<file path="config.mk">
export PLATFORM = sky130hd
export DESIGN_NAME = ff_bist_seq
export DESIGN_NICKNAME = d
export VERILOG_FILES = /design/src/rtl/ff_bist_pkg.sv /design/src/rtl/ff_bist_cmp.sv /design/src/rtl/ff_bist_seq.sv
export SDC_FILE = /design/constraint.sdc
export NUM_CORES = 1
export LEC_CHECK = 0
export ABC_AREA = 1
export BUFFER_PORTS_ARGS = -buffer_cell sky130_fd_sc_hd__buf_2
export CAP_MARGIN = 20
export CORE_ASPECT_RATIO = 1.75
export CORE_MARGIN = 1.5
export CORE_UTILIZATION = 45
export CTS_BUF_LIST = sky130_fd_sc_hd__clkbuf_2
export DETAILED_ROUTE_END_ITERATION = 10
export PLACE_DENSITY = 0.67
export SETUP_SLACK_MARGIN = 0.2
export SKIP_LAST_GASP = 1
export SLEW_MARGIN = 20
export SYNTH_ARGS = -nofsm -noshare
export SYNTH_HDL_FRONTEND = slang
export SYNTH_SLANG_ARGS = --single-unit
export TNS_END_PERCENT = 100
</file>
<file path="constraint.sdc">
create_clock -name clk -period 2.01 [get_ports clk]
set_input_delay 0.402 -clock clk [delete_from_list [all_inputs] [get_ports clk]]
set_output_delay 0.402 -clock clk [all_outputs]
set_load 0.02 [all_outputs]
</file>
<file path="src/rtl/ff_bist_pkg.sv">
// Shared types and helpers for the ff_bist_seq flop self-test sequencer.
package ff_bist_pkg;

  typedef enum logic [1:0] {
    IDLE  = 2'd0,
    RUN   = 2'd1,
    DRAIN = 2'd2,
    DONE  = 2'd3
  } state_t;

  // Slice to LEN_W bits to get the "no failure seen" first_fail value.
  localparam logic [31:0] FIRST_FAIL_NONE = 32'hFFFF_FFFF;

  function automatic int clamp_len(input int req_len, input int pat_w);
    return (req_len > pat_w) ? pat_w : req_len;
  endfunction

endpackage

</file>
<file path="src/rtl/ff_bist_cmp.sv">
// Expected-bit register, q/qb mismatch detect, saturating error count and
// first-fail capture (capture built only with FF_BIST_FIRST_FAIL_EN).
module ff_bist_cmp
  import ff_bist_pkg::*;
#(
  parameter int CNT_W = 8,
  parameter int LEN_W = 5
) (
  input  logic             clk,
  input  logic             rst,
  input  logic             clr,
  input  logic             drive,
  input  logic             bit_in,
  input  logic             dut_q,
  input  logic             dut_qb,
  output logic             mismatch,
  output logic [CNT_W-1:0] err_cnt,
  output logic [LEN_W-1:0] first_fail
);

  logic exp_bit;
  logic exp_valid;

  // The flop under test shows the bit driven last cycle, so compare against it.
  always_ff @(posedge clk or posedge rst) begin
    if (rst) begin
      exp_bit   <= 1'b0;
      exp_valid <= 1'b0;
    end else begin
      exp_bit   <= bit_in;
      exp_valid <= drive;
    end
  end

  assign mismatch = exp_valid && ((dut_q != exp_bit) || (dut_qb == dut_q));

  always_ff @(posedge clk or posedge rst) begin
    if (rst) begin
      err_cnt <= '0;
    end else if (clr) begin
      err_cnt <= '0;
    end else if (mismatch && (err_cnt != {CNT_W{1'b1}})) begin
      err_cnt <= err_cnt + CNT_W'(1);
    end
  end

`ifdef FF_BIST_FIRST_FAIL_EN
  logic [LEN_W-1:0] cmp_idx;

  // Indices never reach all ones because 2^LEN_W > PAT_W, so all ones means "none yet".
  always_ff @(posedge clk or posedge rst) begin
    if (rst) begin
      cmp_idx    <= '0;
      first_fail <= FIRST_FAIL_NONE[LEN_W-1:0];
    end else if (clr) begin
      cmp_idx    <= '0;
      first_fail <= FIRST_FAIL_NONE[LEN_W-1:0];
    end else if (exp_valid) begin
      cmp_idx <= cmp_idx + LEN_W'(1);
      if (mismatch && (first_fail == FIRST_FAIL_NONE[LEN_W-1:0])) begin
        first_fail <= cmp_idx;
      end
    end
  end
`else
  assign first_fail = FIRST_FAIL_NONE[LEN_W-1:0];
`endif

endmodule

</file>
<file path="src/rtl/ff_bist_seq.sv">
// BIST sequencer for one converted flop: shifts a pattern onto d, LSB first,
// and checks q/qb. Optional first-fail capture: define FF_BIST_FIRST_FAIL_EN.
module ff_bist_seq
  import ff_bist_pkg::*;
#(
  parameter int PAT_W = 16,
  parameter int CNT_W = 8,
  parameter int LEN_W = 5
) (
  input  logic             clk,
  input  logic             rst,
  input  logic             start,
  input  logic [PAT_W-1:0] pattern,
  input  logic [LEN_W-1:0] len,
  output logic             dut_d,
  input  logic             dut_q,
  input  logic             dut_qb,
  output logic             busy,
  output logic             done,
  output logic             pass,
  output logic [CNT_W-1:0] err_cnt,
  output logic [LEN_W-1:0] first_fail
);

  state_t           state;
  logic [PAT_W-1:0] shift;
  logic [LEN_W-1:0] bits_left;
  logic [LEN_W-1:0] clen;
  logic             accept;
  logic             mismatch;

  assign clen   = LEN_W'(clamp_len(int'(len), PAT_W));
  assign accept = (state == IDLE) && start;

  // bits_left counts bits still to drive after the one currently on dut_d.
  always_ff @(posedge clk or posedge rst) begin
    if (rst) begin
      state     <= IDLE;
      shift     <= '0;
      bits_left <= '0;
      dut_d     <= 1'b0;
      busy      <= 1'b0;
      done      <= 1'b0;
      pass      <= 1'b0;
    end else begin
      case (state)
        IDLE: begin
          dut_d <= 1'b0;
          done  <= 1'b0;
          busy  <= 1'b0;
          if (start) begin
            busy <= 1'b1;
            pass <= 1'b0;
            if (clen == '0) begin
              state <= DONE;
              done  <= 1'b1;
              pass  <= 1'b1;
            end else begin
              state     <= RUN;
              dut_d     <= pattern[0];
              shift     <= pattern >> 1;
              bits_left <= clen - LEN_W'(1);
            end
          end
        end
        RUN: begin
          if (bits_left == '0) begin
            state <= DRAIN;
          end else begin
            dut_d     <= shift[0];
            shift     <= shift >> 1;
            bits_left <= bits_left - LEN_W'(1);
          end
        end
        DRAIN: begin
          // The final bit's compare lands this cycle, so fold it into pass.
          state <= DONE;
          done  <= 1'b1;
          pass  <= (err_cnt == '0) && !mismatch;
        end
        DONE: begin
          state <= IDLE;
          done  <= 1'b0;
          busy  <= 1'b0;
          dut_d <= 1'b0;
        end
        default: begin
          state <= IDLE;
          done  <= 1'b0;
          busy  <= 1'b0;
          dut_d <= 1'b0;
        end
      endcase
    end
  end

  ff_bist_cmp #(
    .CNT_W(CNT_W),
    .LEN_W(LEN_W)
  ) u_cmp (
    .clk       (clk),
    .rst       (rst),
    .clr       (accept),
    .drive     (state == RUN),
    .bit_in    (dut_d),
    .dut_q     (dut_q),
    .dut_qb    (dut_qb),
    .mismatch  (mismatch),
    .err_cnt   (err_cnt),
    .first_fail(first_fail)
  );

endmodule

</file>
# [Word level (Yosys, flattened, before mapping)]
# Index checks and enable logic that the tools add are counted.
[op_classes] addsub=3 n_mul=0 div=0 magnitude_cmp=1 n_eq_ne=10 n_shift=0 muxes=26 bitwise_logic=0 n_reduce_logical=20
[ops] cell="16-bit 2-to-1 mux" count=3
[ops] cell="16-bit case mux with 2 select lines" count=1
[ops] cell="5-bit 2-to-1 mux" count=4
[ops] cell="8-bit 2-to-1 mux" count=2
[ops] cell="5-bit logical NOT" count=2
[ops] cell="5-bit case mux with 2 select lines" count=1
[ops] cell="5-bit by 1-bit subtractor with 5-bit output, second input constant" count=2
[ops] cell="8-bit by 1-bit adder with 8-bit output, second input constant" count=1
[ops] cell="8-bit logical NOT" count=1
[ops] cell="2-bit inequality test, second input constant" count=4
[ops] cell="8-bit inequality test, second input constant" count=1
[ops] cell="2-bit case mux with 4 select lines" count=1
[ops] cell="2-bit nonzero test" count=4
[ops] cell="1-bit 2-to-1 mux" count=7
[ops] cell="2-bit 2-to-1 mux" count=3
[ops] cell="1-bit case mux with 3 select lines" count=2
[ops] cell="2-bit AND reduction" count=3
[ops] cell="3-bit nonzero test" count=2
[ops] cell="5-bit > comparator, second input constant" count=1
[ops] cell="2-bit == test, second input constant" count=2
[ops] cell="1-bit logical AND" count=4
[ops] cell="1-bit case mux with 2 select lines" count=2
[ops] cell="4-bit AND reduction" count=1
[ops] cell="2-bit by 1-bit == test with 1-bit output, second input constant" count=1
[ops] cell="5 further kinds" count=5
[word_totals] regBits=37 latch_bits=0 mem_bits_rw=0 romBits=0 inputBits=26 out_inout_bits=17 wordCells=70 memories=0

# [Longest topological paths before layout]
[depth] word_depth=6 depth_mapped=13 depth_no_buf=12

# [Cells and area by module]
# A second synthesis with hierarchy kept.
[hier_totals] cells_unflattened=310 area_unflattened_um2=2247.2
[modules_own_cells] module="ff_bist_seq" n_inst=1 cells_each=220 area_each_um2=1590.3 seq_area_each_um2=650.6
[modules_own_cells] module="ff_bist_cmp" n_inst=1 cells_each=90 area_each_um2=656.9 seq_area_each_um2=250.2

# [Least setup slack after synthesis]
# Ideal clock, no wire load.
[synth_timing] path_type="register to register" startpoint="register state[1]" endpoint="register bits_left[4]" setup_ns=0.117 t_arrival_ns=1.628 t_required_ns=1.893 setup_slack_ns=0.265 stages_incl_launch_ff=12 n_path_buf=1 synth_period_minus_slack_ns=1.745 path_cell_list="dfrtp_1 > inv_1 > ha_1 > buf_4 > nand2_1 > nand2_1 > ha_1 > nand3_1 > o21ai_0 > nand2_1 > nand2_1 > nand2_1"
[synth_between] elab_chain_cells=3 word_cells_on_any_way=8 cone_classes="eq/ne: 4; mux: 1; reduce/logical: 3"
[synth_rtl] element="start: declaration" line_no="ff_bist_seq.sv:25" text="state_t state;"
[synth_rtl] element="start signal: assignment" line_no="ff_bist_seq.sv:38" text="state <= IDLE;"
[synth_rtl] element="start signal: assignment" line_no="ff_bist_seq.sv:55" text="state <= DONE;"
[synth_rtl] element="start signal: assignment" line_no="ff_bist_seq.sv:59" text="state <= RUN;"
[synth_rtl] element="2-bit by 1-bit == test with 1-bit output *"
[synth_rtl] element="via u_cmp.drive" line_no="ff_bist_cmp.sv:12" text="input logic drive,"
[synth_rtl] element="2-bit inequality test (no source line) / 2-bit nonzero test (equally long branches)"
[synth_rtl] element="4-bit AND reduction (no source line)"
[synth_rtl] element="end signal: assignment" line_no="ff_bist_seq.sv:62" text="bits_left <= clen - LEN_W'(1);"
[synth_rtl] element="end signal: assignment" line_no="ff_bist_seq.sv:72" text="bits_left <= bits_left - LEN_W'(1);"
[synth_rtl] element="end: declaration" line_no="ff_bist_seq.sv:27" text="logic [LEN_W-1:0] bits_left;"
# Mark *: on every way through the listed nets, which the timed path passes. The rest lies on a longest branch.
# A chain may end at the register's enable or synchronous reset.

# [Worst setup path after layout]
[layout_timing] startpoint="register state[0]" endpoint="register shift[9]"
[layout_between] elab_chain_cells=3 word_cells_on_any_way=8 cone_classes="eq/ne: 4; mux: 1; reduce/logical: 3"
[layout_rtl] element="2-bit by 1-bit == test with 1-bit output / 2-bit logical NOT (equally long branches)" line_no="ff_bist_seq.sv:46" text="case (state)"
[layout_rtl] element="2-bit inequality test (no source line) / 2-bit nonzero test (equally long branches)"
[layout_rtl] element="4-bit AND reduction (no source line)"
[layout_rtl] element="end signal: assignment" line_no="ff_bist_seq.sv:61" text="shift <= pattern >> 1;"
[layout_rtl] element="end signal: assignment" line_no="ff_bist_seq.sv:71" text="shift <= shift >> 1;"
[layout_rtl] element="end: declaration" line_no="ff_bist_seq.sv:26" text="logic [PAT_W-1:0] shift;"
# Parallel ways exist; a longest one is shown, timed or not.

==> flow_metrics.env <==
export IMPL_outcome="completed"
export IMPL_rows=33
export IMPL_max_vdd_ir_drop_mv=1.08
export IMPL_cts_buffer_depth=2
export IMPL_use_met3_pct=3.29
export IMPL_path_buf_inv=1
export IMPL_yosysWarnings=0
export IMPL_regToRegEndpoint="shift[9]"
export IMPL_ant_nets=0
export IMPL_grt_busiest_layer="met2"
export IMPL_hold_slack_ns=0.0789
export IMPL_finalWorstPathRequiredPeriod_ns=1.75
export IMPL_critPathMostFrequentCell="nand2_1"
export IMPL_setup_worst_path_class="reg -> reg"
export IMPL_clkTransAtPathRegs_ns=0.19
export IMPL_drc=0
export IMPL_die_w_um=55.5
export IMPL_ys_seq_elements=36
export IMPL_r2r_cells=7
export IMPL_fin_util_pct=54.0
export IMPL_clkLatencyLatePin_ns=0.39
export IMPL_slowest_stage="dfrtp_2"
export IMPL_area_delta_synth_final_pct=16.1
export IMPL_netlist_area_mm2=0.00217
export IMPL_initial_core_util_pct=46.5
export IMPL_core_mm2=0.00467
export IMPL_place_area_mm2=0.00238
export IMPL_crit_path_end_kind="flop"
export IMPL_first_iter_violations=133
export IMPL_cap_violations=0
export IMPL_grt_overflow_total=0
export IMPL_met1_usage_pct=21.2
export IMPL_finClkSkew_ns=0.0173
export IMPL_fin_ws_ns=0.258
export IMPL_seq_area_frac_synth_pct=41.5
export IMPL_slew_violations=0
export IMPL_die_y_um=94.9
export IMPL_rsz0062_at_grt="yes"
export IMPL_crit_cells=7
export IMPL_port_buffers=37
export IMPL_antenna_cells=0
export IMPL_cts_buffers=5
export IMPL_grt_max_degree=37
export IMPL_crit_path_max_incr_delay_ns=0.49
export IMPL_synthCells=309
export IMPL_hold_path_class="in -> async"
export IMPL_drive_above_1_share_pct=18.4
export IMPL_via_count=2054
export IMPL_worstSetupStartpointType="flop"
export IMPL_crit_arrival_ns=2.05
export IMPL_grt_use_met2_pct=38.1
export IMPL_synth_avg_cell_area_um2=7.02
export IMPL_first_pass_iters=4
export IMPL_finalCritPeriodShare_pct=87.2
export IMPL_htree_levels=2
export IMPL_antenna_found_initial=0
export IMPL_fin_area_mm2=0.00252
export IMPL_hold_viol=0
export IMPL_p_leak_nw=1.47
export IMPL_cp_top_family="simple AND/OR/NAND/NOR gates"
export IMPL_worstPathRequired_ns=2.31
export IMPL_cts_tree="done"
export IMPL_pre_cts_slack_ns=0.0463
export IMPL_grt_first_pass_wirelength_um=8270
export IMPL_finalSetupTns_ns=0
export IMPL_dpl_hpwl_um=3540
export IMPL_power_density_mw_per_mm2=1530
export IMPL_r2r_start="state[0]"
export IMPL_fin_nets=386
export IMPL_r2r_slack_ns=0.26
export IMPL_crit_end="shift[9]"
export IMPL_crit_chain="inv_1, ha_2, nand2_1, nand2_1, nand3_2, nand2_1, nand2_1"
export IMPL_root_buffer="clkbuf_2"
export IMPL_setup_viol=0
export IMPL_wire_per_inst_um=12.4
export IMPL_routabilityCongestion=0.861
export IMPL_critPathLaunch="state[0]"
export IMPL_clock_sinks=36
export IMPL_critPathMaxFanout=11
export IMPL_grt_pass1_vias=1919
export IMPL_dieArea_mm2=0.00526
export IMPL_ioPinCount=43
export IMPL_grt_usage_pct=20.0
export IMPL_fmax_mhz=571
export IMPL_synth_cell_types=26
export IMPL_drt_wl_total_um=5020
export IMPL_nFillCells=503
export IMPL_vias_per_cell=5.07
==> cells in the mapped netlist <==
library cell / n / area share, %
conb_1: 1 / 0.17
a21oi_1: 4 / 0.92
inv_1: 28 / 4.8
xor2_1: 5 / 2.0
inv_2: 2 / 0.35
o21ai_1: 3 / 0.69
nand4_2: 1 / 0.58
ha_1: 8 / 4.6
nand2_2: 1 / 0.29
a22oi_1: 2 / 0.69
o21ai_0: 7 / 1.6
nand2_1: 147 / 25
nor2_2: 1 / 0.29
o22ai_1: 1 / 0.29
nand3_2: 1 / 0.46
o21a_1: 1 / 0.35
buf_2: 4 / 0.92
nor2_1: 21 / 3.6
nand4_1: 5 / 1.4
dfrtp_1: 36 / 42
buf_4: 7 / 2.4
buf_6: 1 / 0.52
nand3_1: 19 / 4.4
nor3_2: 1 / 0.46
nand3b_1: 1 / 0.35
a21oi_4: 1 / 0.75
==> placed cells by master, fill, tap and decap left out, drive strengths merged <==
master,count
clkinv,2
nor3,1
buf,43
xor2,5
inv,30
o22ai,1
nor2,22
a22oi,2
nand3,21
ha,8
o21ai,10
nand2,148
a21oi,5
clkbuf,5
nand3b,1
dfrtp,36
conb,5
o21a,1
nand4,6
bufinv,1
==> flip-flops by register name, indices dropped and copies added, names as in the netlist <==
register and count:
shift 15, u_cmp.err_cnt 8, bits_left 5, state 2
busy 1, done 1, dut_d 1, pass 1
u_cmp.exp_bit 1, u_cmp.exp_valid 1
==> where the power goes <==
| group | internal (mW) | leakage (nW) | switching, mW | total [mW] |
|---|---|---|---|---|
| logic | 0.772 | 0.976 | 1.37 | 2.14 |
| clock network | 0.203 | 0.0380 | 0.248 | 0.451 |
| registers | 1.05 | 0.456 | 0.215 | 1.26 |
| total | 2.02 | 1.47 | 1.83 | 3.86 |
==> worst min path at each step <==
| stage | from | to | slack [ns] | cells after the start |
|---|---|---|---|---|
| final | rst | shift[7] | 0.08 | 3 |
| after global routing | rst | shift[7] | 0.12 | 3 |
| after CTS | rst | shift[7] | 0.08 | 3 |
| after detailed placement | dut_d | u_cmp.exp_bit | 0.42 | 0 |
| after global placement | dut_d | u_cmp.exp_bit | 0.43 | 0 |
| after floorplan | shift[1] | shift[1] | 0.45 | 2 |
==> final cells by class <==
cell class / count / area (um2) / share of cell area, %
Multi-Input combinational cell: 236 / 1130 / 44.9
Sequential cell: 36 / 902 / 35.8
Timing Repair Buffer: 43 / 243 / 9.64
Inverter: 30 / 115 / 4.57
Tap cell: 52 / 65.1 / 2.58
Clock inverter: 3 / 37.5 / 1.49
Clock buffer: 5 / 25.0 / 0.994
==> what timing repair did <==
item	in CTS	in global routing
gates resized for setup	3	8
pin swaps	0	1
endpoints found under the setup margin	22	20
setup buffers	2	0
hold buffers	0	0
gates cloned	0	1
==> tightest hold or removal path: cells and delay by family <==
kind / cells / cell delay [ns]
buffers and inverters: 3 / 0.53
==> metal layers <==
| layer | part of all wire (%) | wire length (um) |
|---|---|---|
| met1 | 39 | 1970 |
| met2 | 56 | 2820 |
| met3 | 2.7 | 137 |
| met4 | 1.9 | 97 |
| met5 | 0 | 0 |
==> kinds of logic (layout without fill, tap and decap cells) <==
family          count (synthesis)  after routing  share of synthesized area [%]
compound gates                 19             19                           5.31
flops                          36             36                           41.5
fa+ha+maj                       8              8                           4.61
other cells                     1              5                          0.173
xor+xnor                        5              5                           2.02
buf+inv                        42             81                           9.05
simple gates                  198            199                           37.3
==> per-stage QoR <==
stage / cells / power, mW
after CTS: 404 / 3.79
after detailed placement: 394 / 3.21
after floorplan: 313 / 2.78
after global routing: 405 / 4.21
after global placement: 394 / 3.16
final: 405 / 3.86
(Power assumes the default switching activity.)
